`src/rtl/vga_text_vram_arb.sv`:
```
// rtl/vga_text_vram_arb.sv - single-port character VRAM arbiter: display fetch vs CPU req/ack port
// Optional clear-screen engine is built when VGA_VRAM_CLEAR_EN is defined.
module vga_text_vram_arb #(
    parameter int COLS       = 70,
    parameter int ROWS       = 30,
    parameter int ADDR_W     = 12,
    parameter int FETCH_SLOT = 0
) (
    input  logic              pclk,
    input  logic              rst,
    input  logic              valid,
    input  logic [6:0]        h_char,
    input  logic [4:0]        v_char,
    input  logic [3:0]        h_font,
    output logic [7:0]        char_code,
    output logic              char_vld,
    input  logic              cpu_req,
    input  logic              cpu_we,
    input  logic [ADDR_W-1:0] cpu_addr,
    input  logic [7:0]        cpu_wdata,
    output logic              cpu_ack,
    output logic [7:0]        cpu_rdata,
    output logic              ram_en,
    output logic              ram_we,
    output logic [ADDR_W-1:0] ram_addr,
    output logic [7:0]        ram_wdata,
    input  logic [7:0]        ram_rdata,
    input  logic              clr_start,
    output logic              clr_busy
);
    localparam logic [ADDR_W-1:0] CELLS = ADDR_W'(COLS * ROWS);

    typedef enum logic [2:0] {
        IDLE,
        DISP_RD,
        DISP_CAP,
        CPU_RD,
        CPU_WR,
        CPU_ACK
`ifdef VGA_VRAM_CLEAR_EN
        , CLR_WR
`endif
    } state_t;

    state_t            state, state_nx;
    logic              trig, disp_work;
    logic              live_oob, cpu_oob;
    logic [ADDR_W-1:0] live_addr;
    logic              disp_pend, pend_oob;
    logic [ADDR_W-1:0] pend_addr;
    logic              cur_oob;
    logic              rd_fwd;
    logic              disp_go, cpu_go;
    logic              cpu_block;

    assign trig      = valid && (h_font == 4'(FETCH_SLOT));
    assign disp_work = trig || disp_pend;
    assign live_oob  = (32'(h_char) >= 32'(COLS)) || (32'(v_char) >= 32'(ROWS));
    assign live_addr = ADDR_W'(32'(v_char) * 32'(COLS) + 32'(h_char));
    assign cpu_oob   = (cpu_addr >= CELLS);

    // Read data is the RAM's own output register, gated onto the bus in the ack cycle.
    assign cpu_rdata = (cpu_ack && rd_fwd) ? ram_rdata : 8'h00;

`ifdef VGA_VRAM_CLEAR_EN
    logic              clr_go;
    logic [ADDR_W-1:0] clr_ptr;

    assign cpu_block = clr_busy || clr_start;

    always_ff @(posedge pclk or posedge rst) begin
        if (rst) begin
            clr_busy <= 1'b0;
            clr_ptr  <= '0;
        end else if (clr_start) begin
            clr_busy <= 1'b1;
            clr_ptr  <= '0;
        end else begin
            if (clr_go)
                clr_ptr <= clr_ptr + 1'b1;
            if (state == CLR_WR && ram_addr == CELLS - 1'b1)
                clr_busy <= 1'b0;
        end
    end
`else
    logic unused_clr;

    assign unused_clr = clr_start;
    assign cpu_block  = 1'b0;
    assign clr_busy   = 1'b0;
`endif

    // CPU_ACK can hand straight over to a waiting display fetch so a deferred cell still meets its slot.
    always_comb begin
        state_nx = state;
        disp_go  = 1'b0;
        cpu_go   = 1'b0;
`ifdef VGA_VRAM_CLEAR_EN
        clr_go   = 1'b0;
`endif
        case (state)
            IDLE: begin
                if (disp_work) begin
                    disp_go  = 1'b1;
                    state_nx = DISP_RD;
`ifdef VGA_VRAM_CLEAR_EN
                end else if (clr_busy && !clr_start) begin
                    clr_go   = 1'b1;
                    state_nx = CLR_WR;
`endif
                end else if (cpu_req && !cpu_block) begin
                    cpu_go   = 1'b1;
                    state_nx = cpu_we ? CPU_WR : CPU_RD;
                end
            end
            DISP_RD:        state_nx = DISP_CAP;
            DISP_CAP:       state_nx = IDLE;
            CPU_RD, CPU_WR: state_nx = CPU_ACK;
            CPU_ACK: begin
                if (disp_work) begin
                    disp_go  = 1'b1;
                    state_nx = DISP_RD;
                end else begin
                    state_nx = IDLE;
                end
            end
`ifdef VGA_VRAM_CLEAR_EN
            CLR_WR:         state_nx = IDLE;
`endif
            default:        state_nx = IDLE;
        endcase
    end

    always_ff @(posedge pclk or posedge rst) begin
        if (rst) begin
            state     <= IDLE;
            disp_pend <= 1'b0;
            pend_oob  <= 1'b0;
            pend_addr <= '0;
            cur_oob   <= 1'b0;
            rd_fwd    <= 1'b0;
            char_code <= 8'h00;
            char_vld  <= 1'b0;
            cpu_ack   <= 1'b0;
            ram_en    <= 1'b0;
            ram_we    <= 1'b0;
            ram_addr  <= '0;
            ram_wdata <= 8'h00;
        end else begin
            state    <= state_nx;
            ram_en   <= 1'b0;
            ram_we   <= 1'b0;
            char_vld <= 1'b0;
            cpu_ack  <= 1'b0;

            // A live trigger always wins over (and retires) a pending one.
            if (disp_go) begin
                disp_pend <= 1'b0;
                cur_oob   <= trig ? live_oob : pend_oob;
                ram_addr  <= trig ? live_addr : pend_addr;
                ram_en    <= !(trig ? live_oob : pend_oob);
            end else if (trig) begin
                disp_pend <= 1'b1;
                pend_addr <= live_addr;
                pend_oob  <= live_oob;
            end

            if (cpu_go) begin
                ram_en    <= !cpu_oob;
                ram_we    <= cpu_we && !cpu_oob;
                ram_addr  <= cpu_addr;
                ram_wdata <= cpu_wdata;
                rd_fwd    <= !cpu_we && !cpu_oob;
            end

`ifdef VGA_VRAM_CLEAR_EN
            if (clr_go) begin
                ram_en    <= 1'b1;
                ram_we    <= 1'b1;
                ram_addr  <= clr_ptr;
                ram_wdata <= 8'h00;
            end
`endif

            if (state == DISP_CAP) begin
                char_code <= cur_oob ? 8'h00 : ram_rdata;
                char_vld  <= 1'b1;
            end

            if (state == CPU_RD || state == CPU_WR)
                cpu_ack <= 1'b1;
        end
    end
endmodule

```
`config.mk`:
```
export PLATFORM = sky130hd
export DESIGN_NAME = vga_text_vram_arb
export DESIGN_NICKNAME = d
export VERILOG_FILES = /design/src/rtl/vga_text_vram_arb.sv
export SDC_FILE = /design/constraint.sdc
export NUM_CORES = 1
export LEC_CHECK = 0
export ABC_AREA = 1
export CAP_MARGIN = 20
export CORE_UTILIZATION = 45
export CTS_CLUSTER_SIZE = 12
export DETAILED_ROUTE_END_ITERATION = 12
export GPL_TIMING_DRIVEN = 0
export PLACE_DENSITY = 0.76
export SYNTH_ARGS = -nofsm -noshare
export SYNTH_HDL_FRONTEND = slang
export SYNTH_SLANG_ARGS = --single-unit
```
`constraint.sdc`:
```
create_clock -name pclk -period 2.2 [get_ports pclk]
set_input_delay 0.22 -clock pclk [delete_from_list [all_inputs] [get_ports pclk]]
set_output_delay 0.22 -clock pclk [all_outputs]
set_load 0.1 [all_outputs]
```
==> flow_summary.ini <==
[power_and_ir_drop]
p_seq_frac = 0.251
p_leak_uw = 0.00230
p_per_area_nw_per_um2 = 1340
vdd_ir_drop_max_mv = 1.16
clkPwrFrac = 0.102
intPower_uw = 2800
p_comb_frac = 0.647
switching_share = 0.559
p_sw_uw = 3550

[yosys]
avgSynthCellArea_sq_um = 7.59
netlist-cell-type-count = 38
synth-seq-cells = 51
ys_seq_area_frac = 0.402
syn_nets = 491
syn-cell-area_sq_um = 3170
ys_warn_count = 0
syn-instance-count = 418

[job]
drv_cap = 0

[sta]
min_period_ns = 2.55
max_freq_mhz = 391
clock_skew_ns = 0.00615
relSlewSlack = 0.332
drv_slew = 0
setup_ws_ns = -0.355
finalHoldViolCount = 0
timing.final.crit_share = 1.16
worst_slew_pin_slew_ns = 0.999
rsz0062_at_grt = true
setup_violations = 12

[clock_network]
cts_buffer_depth = 2
clkSlewWorstSetupHoldPaths_ns = 0.09
clock_latency_ns = 0.31
ctsRootBufferMaster = clkbuf_8
ctsHoldBuffers = 0
cts_tree = yes
cts-buffers-inserted = 5
cts.sinks = 51
h-tree-depth = 2

[routing]
wl_per_cell_um = 13.5
via_count = 3163
drc_errors = 0
drtIter0Drc = 162
drtPass1Iterations = 4
antenna_left = 0
finalWirelength_mm = 8.54
viasPerCell = 5.01

[worst_setup_path]
worstReg2RegStart = state[1]
cp_max_fo = 4
reg2reg_slack_ns = 0.64
worstRegToRegCells = 8
arrival_ns = 2.76
crit_path_start_kind = primary input
end_kind = register
r2r_end = ram_addr[7]
critPathKind = in2reg
required_ns = 2.40

[global_routing]
track_usage = 0.227
overflow = 0
antenna_found_initial = 0
grt_pass1_wl_mm = 13.6
grt_max_degree = 32
grt_pass1_vias = 3008

[place]
gp_congestion = 0.869
dp_hpwl_mm = 6.06
place_inst = 603
portBuffers = 88
dpl_cell_area_sq_um = 4300

[layout]
n_antenna_cell = 0
final_cell_area_sq_um = 4740
area_growth_pct = 49.5
utilization = 0.698
post_layout_nonfiller_instances = 631
final_cell_mix = nand2_1 (112), clkdlybuf4s50_1 (75), inv_1 (52)
mostFrequentLayoutCell = nand2_1
drive_gt1_frac = 0.230
fin_nets = 607

[floorplanning]
die_width_um = 86.0
io_pins = 91
fp.coreArea_sq_um = 6790
initial_core_util = 0.467
rows = 30
die_area_sq_um = 7390
die_h_um = 86.0

[run_status]
violations = negative setup slack
status = finished, violations left

[worst_hold_path]
hp-class = in2async
## cell type report
type                       count  area [sq um]
inverter                      64           250
clock buffer                   7          76.3
buffer                        11          72.6
sequential                    51          1280
tap                           96           120
clock inverter                 1          30.0
fill                         549          2050
multi-input combinational    292          1840
timing repair buffer         109          1070
## synth_stat cells
cell type	n	area share
buf_6	2	0.0071
nor2_1	28	0.033
a22o_1	3	0.0083
o21ai_0	20	0.032
o221ai_1	2	0.0055
nand2_4	1	0.0035
nor3_2	3	0.0095
nor2_2	2	0.0039
ha_1	21	0.083
nor2_4	1	0.0035
nor3_1	3	0.0047
a21oi_1	14	0.022
nand2_2	2	0.0039
o211ai_2	1	0.0039
a211oi_1	1	0.0024
nand3_4	1	0.0055
xor2_1	4	0.011
buf_2	7	0.011
nand3b_1	1	0.0024
nor4_1	1	0.0020
o211ai_1	2	0.0047
mux2i_1	1	0.0032
a221oi_1	1	0.0028
or2_2	3	0.0059
inv_2	7	0.0083
dfrtp_1	51	0.40
nand2_1	125	0.15
a31oi_1	4	0.0079
buf_4	2	0.0047
o21ai_2	1	0.0028
o21ai_1	4	0.0063
o21a_1	1	0.0024
fa_1	2	0.013
nand3_1	35	0.055
conb_1	1	0.0012
inv_1	57	0.067
o41ai_1	1	0.0028
nand4_1	2	0.0039
## per-layer routing
metal,vias to the layer above,wire (um),part of all wire,global-route usage
met5,-,0,0,0
met4,0,73,0.0086,0.0500
met3,9,440,0.052,0.0443
met2,90,4100,0.48,0.377
met1,1493,3920,0.46,0.306
li1,1571,-,-,-
## how the worst max path moves through the flow
stage / endpoint / start / slack [ns] / depth (start not counted)
after floorplan: pend_addr[11] / v_char[4] / -0.41 / 19
after global placement: ram_addr[11] / v_char[3] / -1.39 / 21
after detailed placement: ram_addr[11] / v_char[3] / -1.41 / 21
after CTS: ram_addr[9] / v_char[3] / -0.25 / 22
after global routing: ram_addr[9] / v_char[3] / -0.52 / 22
final: ram_addr[11] / v_char[3] / -0.35 / 23
## cells by family (layout without fill, tap and decap cells)
group                      after synthesis  count (layout)  synth area share
AOI/OAI and AO/OA                       55              55             0.103
other                                    1               1           0.00118
adders and majority gates               23              23            0.0954
muxes                                    1               1           0.00315
xor gates and xnor gates                 4               4            0.0110
and+or+nand+nor                        208             208             0.285
buffers and inverters                   75             192            0.0986
DFF                                     51              51             0.402
## sequential cells by signal, summed over array words and instances, names as in the netlist, 3 cells and up
signal / count
ram_addr: 12
char_code: 8
state: 3
ram_wdata: 8
pend_addr: 12
## worst max-delay path, cell delays in order
cell and delay (ns):
buf_12 0.09, inv_8 0.03, ha_4 0.26, inv_4 0.03
ha_4 0.26, ha_4 0.21, nand2_2 0.08, inv_2 0.05
nand2_2 0.05, nand2_2 0.06, xor2_1 0.16, ha_1 0.33
nand2_2 0.07, nor2_1 0.10, nand2_1 0.07, nand3_2 0.11
nand2_4 0.07, nor2_4 0.11, nand3_2 0.08, nand2_2 0.08
nand3_2 0.08, nand3_2 0.08, nand2_1 0.05
## per-stage QoR
stage	setup TNS, ns	hold slack [ns]	total power, uW	setup WS (ns)
3_3_place_gp	-28.73	0.446	5460	-1.39
4_1_cts	-2.11	0.260	6230	-0.250
5_1_grt	-4.43	0.276	6680	-0.519
2_1_floorplan	-2.77	0.328	4580	-0.406
6_report	-2.93	0.245	6350	-0.355
3_5_place_dp	-17.90	0.458	5520	-1.41
## power groups by stage
stage / Clock [uW] / Combinational [uW] / Sequential, uW
after global routing: 684 / 4340 / 1650
final: 646 / 4110 / 1600
after global placement: 0 / 3870 / 1590
after detailed placement: 0 / 3920 / 1600
after floorplan: 0 / 1200 / 3380
after CTS: 649 / 4000 / 1590
## what timing repair did
action                                  in CTS  in global routing
setup buffers                               12                  8
pin swaps                                   15                 31
endpoints found under the setup margin      24                 12
resized for setup                           59                 35
Note: power is estimated with default switching activity, not from simulation.
